===== config.mk =====
export PLATFORM = sky130hd
export DESIGN_NAME = sqrt_result_display
export DESIGN_NICKNAME = d
export VERILOG_FILES = /design/src/rtl/sqrt_disp_pkg.sv /design/src/rtl/seg7_encode.sv /design/src/rtl/sqrt_result_display.sv
export SDC_FILE = /design/constraint.sdc
export NUM_CORES = 1
export LEC_CHECK = 0
export ABC_CLOCK_PERIOD_IN_PS = 4550
export BUFFER_PORTS_ARGS = -buffer_cell sky130_fd_sc_hd__buf_2
export CAP_MARGIN = 40
export CORE_MARGIN = 1.5
export CORE_UTILIZATION = 61
export CTS_BUF_LIST = sky130_fd_sc_hd__clkbuf_16
export DETAILED_ROUTE_END_ITERATION = 8
export GPL_TIMING_DRIVEN = 0
export MAX_ROUTING_LAYER = met4
export PLACE_DENSITY = 0.87
export SYNTH_ARGS = -nofsm -noshare
export SYNTH_HDL_FRONTEND = slang
export SYNTH_SLANG_ARGS = --single-unit

===== constraint.sdc =====
create_clock -name clock -period 4.55 [get_ports clock]
set_clock_uncertainty 0.2 [all_clocks]
set_input_delay 0.6825 -clock clock [delete_from_list [all_inputs] [get_ports clock]]
set_output_delay 0.6825 -clock clock [all_outputs]
set_load 0.05 [all_outputs]

===== src/rtl/sqrt_disp_pkg.sv =====
// Shared types and seven-segment constants for the sqrt result display.
// Segment ordering is {g,f,e,d,c,b,a}, active-high.
package sqrt_disp_pkg;

   typedef enum logic [1:0] {
      IDLE    = 2'd0,
      CONVERT = 2'd1,
      HOLD    = 2'd2
   } state_t;

   localparam int BCD_DIGITS = 3;

   localparam logic [6:0] SEG_BLANK = 7'h00;
   localparam logic [6:0] SEG_E     = 7'h79;
   localparam logic [6:0] SEG_r     = 7'h50;

   localparam logic [6:0] SEG_DIGIT [0:9] = '{
      7'h3F, 7'h06, 7'h5B, 7'h4F, 7'h66,
      7'h6D, 7'h7D, 7'h07, 7'h7F, 7'h6F
   };

endpackage


===== src/rtl/seg7_encode.sv =====
// Combinational digit-to-segment encoder with blank and "Err" overrides.
// In error mode a digit code of 4'hE renders 'E', anything else renders 'r'.
module seg7_encode
   import sqrt_disp_pkg::*;
(
   input  logic [3:0] digit,
   input  logic       blank,
   input  logic       err,
   output logic [6:0] seg
);

   always_comb begin
      seg = SEG_BLANK;
      if (blank) begin
         seg = SEG_BLANK;
      end else if (err) begin
         seg = (digit == 4'hE) ? SEG_E : SEG_r;
      end else if (digit <= 4'd9) begin
         seg = SEG_DIGIT[digit];
      end
   end

endmodule


===== src/rtl/sqrt_result_display.sv =====
// Captures a sqrt result, converts it to BCD by sequential double-dabble,
// and scans it onto a 4-digit multiplexed seven-segment display.
module sqrt_result_display
   import sqrt_disp_pkg::*;
#(
   parameter int SCAN_DIV = 4,
   parameter int WIDTH    = 8
) (
   input  logic             clock,
   input  logic             reset,
   input  logic             done_in,
   input  logic             invalid_in,
   input  logic [WIDTH-1:0] answer_in,
   output logic             busy,
   output logic             result_valid,
   output logic             err_flag,
   output logic             overrun,
   output logic [3:0]       bcd_hundreds,
   output logic [3:0]       bcd_tens,
   output logic [3:0]       bcd_ones,
   output logic [6:0]       seg,
   output logic [3:0]       an
);

   localparam int SR_W  = 4 * BCD_DIGITS + WIDTH;
   localparam int CNT_W = $clog2(WIDTH) + 1;
   localparam int PRE_W = (SCAN_DIV > 1) ? $clog2(SCAN_DIV) : 1;

   state_t            state;
   logic [SR_W-1:0]   shreg;
   logic [SR_W-1:0]   shreg_next;
   logic [CNT_W-1:0]  iter;
   logic [PRE_W-1:0]  presc;

   logic [3:0]        digit;
   logic              digit_blank;
   logic              blank_all;

   // One shift-add-3 iteration over the BCD nibbles sitting above the binary field.
   function automatic logic [SR_W-1:0] dabble_step(input logic [SR_W-1:0] s);
      logic [SR_W-1:0] r;
      r = s;
      for (int i = 0; i < BCD_DIGITS; i++) begin
         if (r[WIDTH + 4*i +: 4] >= 4'd5)
            r[WIDTH + 4*i +: 4] = r[WIDTH + 4*i +: 4] + 4'd3;
      end
      return {r[SR_W-2:0], 1'b0};
   endfunction

   assign shreg_next = dabble_step(shreg);
   assign busy       = (state == CONVERT);

   always_ff @(posedge clock or posedge reset) begin
      if (reset) begin
         state        <= IDLE;
         shreg        <= '0;
         iter         <= '0;
         result_valid <= 1'b0;
         err_flag     <= 1'b0;
         overrun      <= 1'b0;
         bcd_hundreds <= 4'd0;
         bcd_tens     <= 4'd0;
         bcd_ones     <= 4'd0;
      end else begin
         case (state)
            IDLE, HOLD: begin
               if (done_in) begin
                  overrun <= 1'b0;
                  if (invalid_in) begin
                     state        <= HOLD;
                     err_flag     <= 1'b1;
                     result_valid <= 1'b1;
                     bcd_hundreds <= 4'd0;
                     bcd_tens     <= 4'd0;
                     bcd_ones     <= 4'd0;
                  end else begin
                     state        <= CONVERT;
                     shreg        <= {{(4*BCD_DIGITS){1'b0}}, answer_in};
                     iter         <= '0;
                     result_valid <= 1'b0;
                     err_flag     <= 1'b0;
                  end
               end
            end
            CONVERT: begin
               // A result arriving mid-conversion is dropped but remembered as an overrun.
               shreg <= shreg_next;
               iter  <= iter + CNT_W'(1);
               if (done_in)
                  overrun <= 1'b1;
               if (iter == CNT_W'(WIDTH - 1)) begin
                  state        <= HOLD;
                  result_valid <= 1'b1;
                  bcd_hundreds <= shreg_next[SR_W-1  -: 4];
                  bcd_tens     <= shreg_next[SR_W-5  -: 4];
                  bcd_ones     <= shreg_next[SR_W-9  -: 4];
               end
            end
            default: state <= IDLE;
         endcase
      end
   end

   always_ff @(posedge clock or posedge reset) begin
      if (reset) begin
         presc <= '0;
         an    <= 4'b0001;
      end else if (presc == PRE_W'(SCAN_DIV - 1)) begin
         presc <= '0;
         an    <= {an[2:0], an[3]};
      end else begin
         presc <= presc + PRE_W'(1);
      end
   end

   assign blank_all = busy || !result_valid;

   // Leading-zero suppression applies to numeric results only, never to "Err".
   always_comb begin
      digit       = 4'd0;
      digit_blank = 1'b1;
      case (an)
         4'b0001: begin
            digit       = err_flag ? 4'd0 : bcd_ones;
            digit_blank = blank_all;
         end
         4'b0010: begin
            digit       = err_flag ? 4'd0 : bcd_tens;
            digit_blank = blank_all ||
                          (!err_flag && bcd_hundreds == 4'd0 && bcd_tens == 4'd0);
         end
         4'b0100: begin
            digit       = err_flag ? 4'hE : bcd_hundreds;
            digit_blank = blank_all || (!err_flag && bcd_hundreds == 4'd0);
         end
         default: begin
            digit       = 4'd0;
            digit_blank = 1'b1;
         end
      endcase
   end

   seg7_encode u_encode (
      .digit (digit),
      .blank (digit_blank),
      .err   (err_flag),
      .seg   (seg)
   );

endmodule

Word-level counts from Yosys, hierarchy flattened
Memories as Yosys holds them, arrays and structs flattened.
Index checks and enable logic that the tools add are counted.
Widths: inputs -> output; s select.

operators by class
  magnitude comparators = 5
  muxes and demuxes = 40
  equality and inequality tests = 13
  bitwise logic cells = 1
  reductions and logical operators = 18
  add/sub/neg operators = 5

operator list
  kind                 count
  $mux 4               12
  $mux 20              2
  $pmux 20 s2          1
  $mux 7               5
  $pmux 4 s2           4
  $ge 4x3->1 const B   3
  $pmux 4 s3           1
  $reduce_and 3->1     3
  $add 4x2->4 const B  2
  $eq 4x3->1 const B   2
  $logic_not 4->1      2
  $mux 2               4
  $ne 2x2->1 const B   4
  $mux 6               1
  $ge 5x5->1 const B   1
  $mux 1               5
  $not 4->5            1
  $add 4x1->4 const B  1
  $eq 2x2->1 const B   2
  $eq 4x1->1 const B   1
  $eq 4x2->1 const B   1
  $eq 4x4->1 const B   1
  $le 4x4->1 const B   1
  $pmux 1 s2           2
  15 further kinds     20

storage, ports and cells
  logic and storage cells = 94
  memories kept = 1
  register bits after elaboration = 47
  bits of input ports = 12
  memory bits (read-only) = 112

memory list
  memory            words  width  read ports  clocked after memory_dff  write ports  RTL line           text
  (name not given)  16     7      1           0                         0            seg7_encode.sv:19  seg = SEG_DIGIT[digit];

Logic depth before layout (Yosys ltp)
Gate-level depths: netlist (run 1).

  depth in word-level cells = 9
  gate-level depth with buffers = 11
  mapped depth without buffers = 10

Cells and area by module
Synthesis (run 1) repeated with hierarchy kept, for this count alone.

second synthesis, totals
  cell total of the unflattened synthesis = 267
  area total of the unflattened synthesis = 2637.5 sq um

by module, submodules not included
  module               area an instance (sq um)  cells each  times used
  sqrt_result_display  2341.0                    234         1
  seg7_encode          296.5                     33          1

Worst setup path before layout (run 1)
No wires, ideal clock.

  path kind = reg-to-output
  from = register an[0]
  to = output port seg[3]
  path slack = 0.051 ns
  data arrival time = 3.616 ns
  required time = 3.668 ns
  buffers on the path = 1
  cell stages (with the launch flop) = 11
  cells stage by stage = dfstp_2 buf_6 nand3b_1 a211o_1 a21oi_1 inv_1 ha_1 inv_1 or3_1 a21o_1 o31ai_1

between the ends
  word-level cells in the longest chain between the ends = 9

RTL lines
  what                                        RTL line                    text
  from (decl)                                 sqrt_result_display.sv:22   output logic [3:0] an
  from (signal assigned)                      sqrt_result_display.sv:110  an <= {an[2:0], an[3]};
  $eq 4x3->1, or another cell as far along    sqrt_result_display.sv:122  case (an)
  $pmux 4 s3                                  sqrt_result_display.sv:122
  $not 4->5 (not written as such)             seg7_encode.sv:19
  $mem_v2 16x7                                -
  $mux 7 (not written as such) (2 in series)  seg7_encode.sv:19
  $mux 7                                      seg7_encode.sv:18           end else if (digit <= 4'd9) begin
  $mux 7                                      seg7_encode.sv:16           end else if (err) begin
  $mux 7 *                                    seg7_encode.sv:14           if (blank) begin
  to (decl)                                   sqrt_result_display.sv:21   output logic [6:0] seg,

Every way passes the cells marked *; elsewhere a longest branch is shown, timed or not. The select of a mux whose other input is x is not followed.

Worst setup path in the final report (run 1)
Ends and elaborated chain as after synthesis.

==> reports/summary.md, run 1 <==
* 0 — number of gates resized after CTS
* 1.59 nW — leakage component of the power
* yes — CTS tree
* bcd_ones[2]$_DFFE_PP0P_ — reg2reg end
* 38 — count of port buffers added during placement
* 201 ps — Min Hold Slack
* 5 — first-pass detailed-route iteration total
* 592 nW/µm² — pwr dens
* 379 — post-placement cell count
* 4860 µm² — floorplan die area
* 0 — number of max-slew violations in the final report
* 2 — CTS Buffer Depth
* 2990 µm² — Placed Instance Area
* 0.345 mV — maximum vdd drop
* an[0]$_DFFE_PP1P_ — startpoint of the worst setup timing path
* 2,286 — via count
* 5.91 — average via count per standard cell
* 288 — number of cells produced by synthesis
* dfrtp_1 — Main synth FF type
* clkbuf_16 — root buffer cell
* 0 — Remaining Overflow, GRT
* output port — Setup crit end kind
* 387 — number of standard cells in the layout, taps in and fillers out
* 60 ps — clock-pin slew of the registers on the worst-case setup and hold paths
* 39 — I/O pins
* 3670 ps — Req. time, crit path
* 6040 µm — Routed Wire Length
* 478 ps — Slew @ Worst Pin
* 21.2% — ratio of cells with drive above 1 in the final layout
* 0 — number of enable-type register cells in the synthesized netlist
* false — setup repair after global routing missed its margin
* 2720 µm² — Cell Area, Synth
* 10,400 µm — first-pass GRT wire length
* 27.8% — total global-route track usage
* 359 — Layout Nets
* 0 — Hold Buf Count CTS
* 0 — count of antenna diodes in the layout
* 89.7% — final clock period utilization by the worst path
* 50 x nand2_1, 46 x dfrtp_1, 42 x buf_2 — top library cells by usage in the layout, fill and taps aside
* 0 ps — TNS Setup
* 2,222 — vias in the first global route
* 4490 µm — Detail Placement HPWL
* 0 — buffer count from post-CTS setup fixing
* 0 — Yosys warning total
* 69.7 µm — Die Span X
* 10 — critical-path maximum fanout
* register — startpoint types
* finished, final reports clean — outcome
* 0 — number of max-capacitance violations reported
* 69.7 µm — die span in y
* nand2_1 — most common cell after layout, fill and taps aside
* 5 — TritonCTS buffer count
* 807 ps — post-place setup slack
* 313 — Post-Synthesis Net Count
* 0 — antenna violation net count after detailed routing
* in2async — min-delay worst type
* 47 — total of flip-flops plus latches after synthesis
* 28 — largest net degree at the start of global routing
* 4080 ps — final period demand of the worst path
* 0 — antenna violations before repair
* 0.245 GHz — maximum clock frequency
* 47 — number of clock sinks seen by CTS
* 332 — number of filler instances in the final layout
* 2190 ps — internal reg-to-reg setup slack
* 3130 µm² — cell area after layout
* 100% — Synth async-reset ratio
* 62.8% — Initial Utilization
* 154 — violation count after the first detailed-routing iteration
* 3200 ps — Arrival @ worst endpoint
* 0 — total setup violations reported at the end of the flow
* 467 ps — Setup WS post-layout
* 1.85 mW — final total power
* 0 — DRC viols
* 68.2% — slew margin rel.
* 280 ps — insertion delay to the later sink of the worst-skew pair
* 4320 µm² — Core ar.
* 57 — distinct cell type count after synthesis
* 0 — Fin. Hold Viols
* state[1]$_DFFE_PP0P_ — launching point of the worst reg2reg path
* 0.980 — routability cong.
* 43.3% — fraction of the yosys area taken by sequential cells
* 72.4% — fraction of the core area covered by cells at the end of the flow
* 24 — Rows
* reg2out — Setup Crit Path Kind
* 9.43 µm² — syn_area_per_cell
* 15.2% — area growth from synthesis to layout
* 6 — count of cells along the worst register-to-register path
* 15.6 µm — detail-routed net length per standard cell
* 2 — maximum level of the CTS H-tree
[how the worst max path moves through the flow]
| stage | end | slack, ps |
|---|---|---|
| finish | seg[3] | 470 |
| global route | seg[3] | 330 |
| CTS | seg[3] | 480 |
| detailed placement | seg[3] | 810 |
| global placement | seg[3] | 820 |
| floorplan | seg[3] | 50 |
[area by class of cell]
class                           count  area (µm²)  share of cell area (%)
Multi-Input combinational cell    216        1430                    45.7
Sequential cell                    47        1180                    37.6
Timing Repair Buffer               39         210                    6.72
Clock buffer                        5         125                    4.00
Tap cell                           52        65.1                    2.08
Buffer                             11        57.6                    1.84
Inverter                           14        52.6                    1.68
Clock inverter                      3        12.5                   0.400
[cell families after synthesis]
family / after synthesis / synth area share (%)
fa+ha+maj: 13 / 5.99
simple gates: 106 / 19.9
mux: 16 / 6.31
xor+xnor: 7 / 2.26
compound gates: 74 / 18.1
buf+inv: 25 / 4.05
flops: 47 / 43.3
[power by group]
group / leakage [nW] / internal, mW / switching [mW]
Combinational: 0.896 / 0.251 / 0.572
Sequential: 0.616 / 0.559 / 0.130
Clock: 0.0762 / 0.198 / 0.143
Total: 1.59 / 1.01 / 0.845
[synthesized netlist by cell type, types with 2 or more instances]
library cell   n  area (µm²)
dfrtp_1       46        1150
xor2_1         4        35.0
a21oi_1        5        25.0
nor3_1        10        50.1
or2_1          2        12.5
a31oi_1        3        18.8
inv_1         12        45.0
nand3b_1       4        30.0
a21o_1         7        52.6
or3_1          4        25.0
nor4b_4        2        47.6
nand2b_1       7        43.8
mux2_1         3        33.8
buf_2          4        20.0
ha_1          13         163
o31ai_1        3        22.5
xnor2_1        3        26.3
mux2_2         6        67.6
a211oi_1       4        30.0
nand2_1       50         188
o211a_1        2        20.0
nor2b_1        5        31.3
nor2_1        12        45.0
mux2i_1        7        70.1
o21ai_0       33         165
nand3_1        2        10.0
clkbuf_1       5        18.8
[worst max-delay path: stages, from the launching register on]
cell and delay [ps]:
dfstp_2 600, buf_6 150, nand3b_1 80, a211o_1 300, a21oi_1 290, inv_1 140
ha_1 290, inv_1 50, or3_1 370, a21o_1 190, o31ai_1 170, buf_2 290
[sequential cells by signal (all words and copies together) (netlist names)]
register / cells
presc: 2
shreg: 20
overrun: 1
bcd_ones: 4
err_flag: 1
state: 2
bcd_hundreds: 4
result_valid: 1
iter: 4
an: 4
bcd_tens: 4
[per-layer routing]
layer / global-route usage, % / part of all wire, % / vias to the layer above
met5: - / 0 / -
met4: 8.97 / 1.6 / 0
met3: 5.52 / 4.7 / 10
met2: 47.9 / 52 / 69
met1: 32.9 / 42 / 1097
li1: - / - / 1110
Power figures use the tool's default switching activity.
==> inputs of run 2 (changes only) <==
--- a/config.mk
+++ b/config.mk
@@ -17,4 +17,5 @@
 export PLACE_DENSITY = 0.87
 export SYNTH_ARGS = -nofsm -noshare
 export SYNTH_HDL_FRONTEND = slang
+export SYNTH_HIERARCHICAL = 1
 export SYNTH_SLANG_ARGS = --single-unit
==> reports/summary.md, run 2 <==
* reg2out — Setup Crit Path Kind
* clkbuf_1 > nand2_1 > o32ai_1 > nor4b_2 > inv_1 > ha_1 > a2111oi_2 > buf_2 — cells along the critical path
* 0 — number of max-slew violations in the final report, unchanged
* 3670 ps — Req. time, crit path, about the same
* 4 — first-pass detailed-route iteration total, -1
* 2,156 — via count, -5.7%
* 88.8% — final clock period utilization by the worst path, -0.90 points
* 64.5% — Initial Utilization, +1.7 points
* 17.2% — area fraction in and, or, nand and nor cells after synthesis, -2.7 points
* 20 — flip-flop count of the largest register after layout, unchanged
* in2async — min-delay worst type
* 339 — Layout Nets, -5.6%
* 100% — Synth async-reset ratio, unchanged
* 9.88 µm² — syn_area_per_cell, +4.7%
* 23 — Rows, -4.2%
* 5.92 — average via count per standard cell, +0.27%
* 293 — Post-Synthesis Net Count, -6.4%
* 0 — count of antenna diodes in the layout, unchanged
* 40.8% — slew margin rel., -27 points
* output port — Setup crit end kind
* 4040 ps — final period demand of the worst path, -40.9 ps
* 1.33% — share of the synthesized netlist area taken by xor and xnor gates, -0.93 points
* 4730 µm² — floorplan die area, -2.8%
* 0 ps — TNS Setup, unchanged
* 2,052 — vias in the first global route, -7.7%
* 0 — number of enable-type register cells in the synthesized netlist, unchanged
* bcd_tens[2]$_DFFE_PP0P_ — reg2reg end
* 0.805 — routability cong., -18%
* 10 — critical-path maximum fanout, unchanged
* 27.9% — total global-route track usage, +0.067 points
* 0 — number of max-capacitance violations reported, unchanged
* 220 — violation count after the first detailed-routing iteration, +43%
* compound AO/OA/AOI/OAI gates — dominant combinational cell family by area after synthesis
* 6.64% — fraction of the mapped netlist area in adder cells, +0.65 points
* finished, final reports clean — outcome
* 0.247 GHz — maximum clock frequency, +1.0%
* shreg — register name with the most flops
* 0 — antenna violation net count after detailed routing, unchanged
* 70 ps — clock-pin slew of the registers on the worst-case setup and hold paths, about the same
* 267 — number of cells produced by synthesis, -7.3%
* 44.6% — fraction of the yosys area taken by sequential cells, +1.3 points
* 16.8% — area growth from synthesis to layout
* 4090 µm² — Core ar., -5.5%
* 47 — number of clock sinks seen by CTS, unchanged
* 46 x dfrtp_1, 42 x buf_2, 33 x o21ai_0 — top library cells by usage in the layout, fill and taps aside
* 47 — total of flip-flops plus latches after synthesis, unchanged
* 43.6% — Synth top area share, +1.3 points
* 2 — maximum level of the CTS H-tree, unchanged
* 68.8 µm — die span in y, -1.4%
* dfrtp_1 44%, ha_1 6.6%, o21ai_0 6.3%, nand2_1 4.1%, mux2_2 3.0% — ranking of synthesized cells by area
* dfrtp_1 — most common cell after layout, fill and taps aside
* 39 — I/O pins, unchanged
* 105 ps — Min Hold Slack, -95.9 ps
* 6 — Yosys warning total, +6
* 290 ps — insertion delay to the later sink of the worst-skew pair, about the same
* 0 — Fin. Hold Viols, unchanged
* 0 — antenna violations before repair, unchanged
* 520 ps — crit-path max cell delay, -80 ps
* 68.8 µm — Die Span X, -1.4%
* 9480 µm — first-pass GRT wire length, -9.1%
* dfrtp_1 — Main synth FF type
* 38 — count of port buffers added during placement, unchanged
* 2640 µm² — Cell Area, Synth, -2.9%
* 56 — distinct cell type count after synthesis, -1.8%
* 6.93% — fraction of synthesized area in multiplexers, +0.62 points
* 0 — total setup violations reported at the end of the flow, unchanged
* 0.371 mV — maximum vdd drop, +7.5%
* register — startpoint types
* 3160 ps — Arrival @ worst endpoint, -40 ps
* 1.43 nW — leakage component of the power, -10%
* 4120 µm — Detail Placement HPWL, -8.2%
* dfrtp_1 — most common cell in the synthesized netlist
* 0 — Remaining Overflow, GRT, unchanged
* dfstp_2 — slowest library cell on the worst path
* 6 — count of cells along the worst register-to-register path, unchanged
* 24.8% — ratio of cells with drive above 1 in the final layout, +3.6 points
* 18.8% — Synth Area in Compound Gates, +0.64 points
* 5770 µm — Routed Wire Length, -4.4%
* 0 — DRC viols, unchanged
* 39 — largest net degree at the start of global routing, +39%
* clkbuf_16 — root buffer cell
* 5 — TritonCTS buffer count, unchanged
* dfrtp_1 — post-synth top area cell
* 583 nW/µm² — pwr dens, -1.6%
* false — setup repair after global routing missed its margin
* 15.9 µm — detail-routed net length per standard cell, +1.6%
* yes — CTS tree
* 2660 ps — internal reg-to-reg setup slack, +470 ps
* 0 — buffer count from post-CTS setup fixing, unchanged
* 2 — CTS Buffer Depth, unchanged
* 879 ps — Slew @ Worst Pin, +401 ps
* shreg[12]$_DFFE_PP0P_ — launching point of the worst reg2reg path
* 46 x dfrtp_1, 33 x o21ai_0, 29 x nand2_1, 14 x ha_1, 12 x a21oi_1 — leading cell types by count after synthesis
-- run 2: cell count changes after synthesis, sizes merged, moves of 5 or more --
cell   previous run  this run
nand3             2         8
nor3             10         5
o21ai            33        40
nand2            50        31
a21oi             6        12
or2               5         0
a21o              7         0
-- run 2: power by group --
part	internal (mW)	switching, mW
registers	0.542	0.128
logic	0.243	0.468
clock network	0.256	0.157
-- run 2: worst max-delay path by stage --
stage / startpoint / endpoint / slack [ps]
4_1_cts: an[0]$_DFFE_PP1P_ / seg[1] / 230
6_report: an[0]$_DFFE_PP1P_ / seg[1] / 510
3_3_place_gp: an[0]$_DFFE_PP1P_ / seg[1] / 650
5_1_grt: an[0]$_DFFE_PP1P_ / seg[3] / 280
3_5_place_dp: an[0]$_DFFE_PP1P_ / seg[1] / 610
2_1_floorplan: an[0]$_DFFE_PP1P_ / seg[1] / 280
-- run 2: timing repair --
item	in CTS	in global routing
hold buffers	0	0
resized for setup	0	1
setup endpoints to repair	0	7
-- run 2: cells by family after synthesis --
| group | Yosys count |
|---|---|
| compound gates | 77 |
| fa+ha+maj | 14 |
| flops | 47 |
| simple gates | 84 |
| buf+inv | 24 |
| xor+xnor | 4 |
| mux | 17 |
-- run 2: cell type report --
| type | instances | area [µm²] |
|---|---|---|
| fill | 283 | 1010 |
| timing repair buffer | 39 | 210 |
| tap | 50 | 62.6 |
| clock buffer | 5 | 125 |
| clock inverter | 3 | 38.8 |
| inverter | 13 | 50.0 |
| sequential | 47 | 1180 |
| multi-input combinational | 196 | 1350 |
| buffer | 11 | 68.8 |
-- run 2: critical path: cells and delay by family (launching register included) --
family | cells | cell delay [ps]
buffers and inverters | 3 | 790
adders and majority gates | 1 | 370
AOI/OAI and AO/OA | 2 | 570
and+or+nand+nor | 2 | 610
DFF | 1 | 520
-- run 2: through the flow --
stage | utilization, % | area [µm²] | instances | power [mW] | setup slack [ps]
5_1_grt | 75.4 | 3080 | 364 | 1.92 | 281
6_report | 75.4 | 3080 | 364 | 1.80 | 508
3_3_place_gp | 70.7 | 2890 | 355 | 1.34 | 648
2_1_floorplan | - | 2640 | 267 | 1.19 | 275
3_5_place_dp | 71.2 | 2910 | 356 | 1.38 | 615
4_1_cts | 75.2 | 3070 | 364 | 1.80 | 233
-- run 2: per-layer routing --
layer | part of all wire [%] | vias up | track usage (%)
li1 | - | 1038 | -
met1 | 45 | 1032 | 36.4
met2 | 48 | 79 | 42.5
met3 | 6.1 | 7 | 6.49
met4 | 0.99 | 0 | 10.3
met5 | 0 | - | -
